### src/rtl/ffp_write_arbiter.sv
// Round-robin write arbiter in front of one shared enable/D/Q register.
// An owner keeps the register for up to MAX_BURST consecutive writes, then it rotates.
module ffp_write_arbiter #(
    parameter int N_REQ     = 4,
    parameter int WIDTH     = 4,
    parameter int MAX_BURST = 2
) (
    input  logic                       clk,
    input  logic                       reset,
    input  logic [N_REQ-1:0]           req,
    input  logic [N_REQ*WIDTH-1:0]     wdata,
    output logic [N_REQ-1:0]           gnt,
    output logic                       reg_en,
    output logic [WIDTH-1:0]           reg_d,
    output logic [$clog2(N_REQ)-1:0]   owner,
    output logic                       busy
);

    localparam int IW = $clog2(N_REQ);
    localparam int CW = $clog2(MAX_BURST + 1);

    typedef enum logic {
        IDLE,
        GRANT
    } state_t;

    state_t         state;
    logic [IW-1:0]  ptr;
    logic [CW-1:0]  cnt;
    logic           found;
    logic [IW-1:0]  winner;
    logic           cont;

    assign cont = (state == GRANT) && req[owner] && (cnt < CW'(MAX_BURST));

    // Search starts at ptr; the IW-bit sum wraps modulo N_REQ because N_REQ is a power of two.
    always_comb begin
        // NOTE: every always_comb output gets a default first so no path can infer a latch.
        found  = 1'b0;
        winner = '0;
        for (int i = 0; i < N_REQ; i++) begin
            if (!found && req[ptr + IW'(i)]) begin
                found  = 1'b1;
                winner = ptr + IW'(i);
            end
        end
    end

    // NOTE: state registers use non-blocking assignments so all flops update together at the edge.
    always_ff @(posedge clk) begin
        if (!reset) begin
            state  <= IDLE;
            ptr    <= '0;
            cnt    <= '0;
            gnt    <= '0;
            reg_en <= 1'b0;
            reg_d  <= '0;
            owner  <= '0;
            busy   <= 1'b0;
        end else if (cont) begin
            cnt    <= cnt + 1'b1;
            reg_en <= 1'b1;
            busy   <= 1'b1;
            reg_d  <= wdata[owner*WIDTH +: WIDTH];
        end else if (found) begin
            state  <= GRANT;
            gnt    <= {{(N_REQ-1){1'b0}}, 1'b1} << winner;
            owner  <= winner;
            cnt    <= CW'(1);
            reg_en <= 1'b1;
            busy   <= 1'b1;
            reg_d  <= wdata[winner*WIDTH +: WIDTH];
            ptr    <= winner + 1'b1;
        end else begin
            // Idle keeps reg_d and owner so the last write stays observable.
            state  <= IDLE;
            gnt    <= '0;
            reg_en <= 1'b0;
            busy   <= 1'b0;
            cnt    <= '0;
        end
    end

endmodule
### config.mk
export PLATFORM = sky130hd
export DESIGN_NAME = ffp_write_arbiter
export DESIGN_NICKNAME = d
export VERILOG_FILES = /design/src/rtl/ffp_write_arbiter.sv
export SDC_FILE = /design/constraint.sdc
export NUM_CORES = 1
export LEC_CHECK = 0
export BUFFER_PORTS_ARGS = -buffer_cell sky130_fd_sc_hd__buf_2
export CORE_MARGIN = 2
export CORE_UTILIZATION = 48
export CTS_CLUSTER_SIZE = 30
export DETAILED_ROUTE_END_ITERATION = 6
export GPL_TIMING_DRIVEN = 0
export PLACE_DENSITY = 0.83
export SYNTH_ARGS = -nofsm -noshare
export SYNTH_HDL_FRONTEND = slang
export SYNTH_SLANG_ARGS = --single-unit
### constraint.sdc
create_clock -name clk -period 2.1 [get_ports clk]
set_input_delay 0.63 -clock clk [delete_from_list [all_inputs] [get_ports clk]]
set_output_delay 0.63 -clock clk [all_outputs]
set_load 0.005 [all_outputs]
==> run metrics <==
layout cells sized above 1=0.340; footprint of the multi-input gates=616 um2; crit-path max FO=8; Total Nets Final=177; Worst-Margin Slew=0.604 ns; Overflow after GRT=0; fin util=0.627; EDFF count, synth=0; number of global-route vias before repair=924; Yosys cell types=32; fillers=191; largest net degree at the start of global routing=11; count leader, synth=nand2_1; Hold EP=gnt[0]; ys flop type=dfxtp_1; RR Startpoint=owner[0]; CTS tree=done; P_leak=0.000596 uW; met1 wire length=972 um; Max Buffers Root-to-Sink=2; first-pass GRT wire length=3800 um; Worst VDD drop=499 uV; DR WL/cell=12.5 um; DR vias=955; CP Data Arrival Time=2.10 ns; Ys Warns=0; unrepaired setup endpoints after global routing=no; relative slew slack=0.597; status=complete, no violations; final worst path period need=1.94 ns; WL met3=94 um; Setup CP Type=reg2reg; post-route ant nets=0; clock latency on the worst-skew pair=0.30 ns; crit path cell chain=mux2_4 -> nand2_1 -> nand2_1 -> a22o_4 -> a211oi_1 -> a311oi_1; clock sinks=16; design area=1220 um2; Ports=34; Fmax achieved=516 MHz; Mapped Cells=113; Clock Skews=0.00413 ns; crit path capture type=flip-flop; Final setup viols=0; hold path start=gnt[0]; Die Area=2400 um2; Syn Nets=139; drt drc=0; standard-cell rows=16; Total Power=1010 uW; Yosys reg bits=16; CP required=2.26 ns; synthesized area=972 um2; core area=1940 um2; metal2 WL=1110 um; Tightest Hold Check Type=reg2reg; fin crit share=0.923; Max H-tree Level=1; initial core utilization=0.501; Hold Path Stages=2; Die Wd=49.0 um; placed wire-length estimate=1720 um; RePlAce Congestion=0.713; Critical path origin=owner[0]; capturing point of the worst reg2reg path=reg_d[3]; Post-synth ARST share=0; Slew Viols, Final=0; post-synth top area cell=dfxtp_1; Startpoint Class=flip-flop; CTS root buf=clkbuf_4; router iterations before antenna repair=4; Overall Global Routing Usage=0.201; detailed router's first-iteration violation count=13; vias per inst=5.40; crit-path max cell delay=0.42 ns; R2R depth=6; ranking of synthesized cells by area=dfxtp_1 33%, nand2_1 9.7%, a21boi_0 5.4%, ha_1 5.1%, a21oi_1 4.6%; Clk pin slew, worst setup/hold paths=0.10 ns; syn avg cell area=8.60 um2; chip height=49.0 um; Buffers on Ports=33; sequential cell area=322 um2; ant diodes=0; Max-Cap Viols=0; DR top layer=met4; Layout Area Growth over Synthesis=25.2%; drt total wl=2220 um; sequential element share of the synthesized area=0.329; Register-to-Register Setup Slack=0.16 ns; initial antenna violation count=0; cell mode on critical path=nand2_1; hold buffer count at cts=0; pwr dens=828 nW/um2; Hold Fails Final Rpt=0; cell at the slowest stage of the critical path=dfxtp_2; top cell type's share of synthesized area=0.329; total CTS buffers=3; Post-synth top cells=25 x nand2_1, 16 x dfxtp_1, 9 x a21oi_1, 7 x a21boi_0; DP Area=1170 um2
-- critical path, delay by kind of cell (launching register included) --
| family | cells | cell delay, ns |
|---|---|---|
| compound gates | 3 | 0.71 |
| flops | 1 | 0.42 |
| mux | 1 | 0.35 |
| simple gates | 2 | 0.32 |
-- registers in the layout, indices dropped and copies added (netlist names) --
| name | count |
|---|---|
| state | 1 |
| busy | 1 |
| cnt | 2 |
| reg_d | 4 |
| ptr | 2 |
| gnt | 4 |
| owner | 2 |
-- kinds of logic (layout without fill, tap and decap cells) --
family	Yosys count	count (layout)	synth area share
buffers and inverters	8	45	0.0463
and+or+nand+nor	44	44	0.239
adders and majority gates	4	4	0.0515
DFF	16	16	0.329
AOI/OAI and AO/OA	39	39	0.302
muxes	2	2	0.0309
-- power by group --
group          switching [uW]  internal (uW)  total [uW]
logic                     210            184         394
registers                44.2            357         401
clock network             107            106         212
-- final cells by class --
cell class	count	area share
multi-input cells	89	0.506
repair buffers	33	0.136
flip-flops and latches	16	0.264
inverters	4	0.0123
plain buffers	4	0.0247
well taps	27	0.0277
clock buffers	4	0.0298
-- layer usage --
metal,global-route usage,vias to the layer above
met4,0.0905,0
met5,0,-
li1,-,485
met3,0.0245,4
met1,0.220,437
met2,0.381,29
-- placed cells by master, fill, tap and decap left out, drive strengths merged, types with 2 or more instances in the layout --
cell and count:
a21oi 9, ha 4, nand2b 2, buf 35, inv 4, dfxtp 16
a21boi 9, nand3 5, mux2 2, and2 3, a22oi 3, a211oi 4
nand2 25, nor2b 3, clkbuf 6, a311oi 4, o21ai 5
-- how the worst max path moves through the flow --
stage | to | slack [ns]
floorplan | reg_d[0] | 0.17
global placement | reg_d[0] | -0.13
detailed placement | reg_d[2] | -0.19
CTS | reg_d[2] | 0.03
global route | reg_d[1] | 0.07
finish | reg_d[3] | 0.16
-- through the flow --
| stage | setup WS (ns) | hold WS [ns] | setup TNS (ns) | std cells |
|---|---|---|---|---|
| 6_report | 0.162 | 0.462 | 0 | 177 |
| 4_1_cts | 0.0265 | 0.464 | 0 | 177 |
| 2_1_floorplan | 0.173 | 0.408 | 0 | 113 |
| 3_3_place_gp | -0.130 | 0.425 | -0.463 | 173 |
| 5_1_grt | 0.0737 | 0.496 | 0 | 177 |
| 3_5_place_dp | -0.186 | 0.450 | -0.588 | 173 |
-- repair_timing --
item | CTS | global route
buffers inserted | 0 | 0
resized for setup | 0 | 3
endpoints found under the setup margin | 0 | 4
No activity file was read; power rests on OpenSTA's default activity.
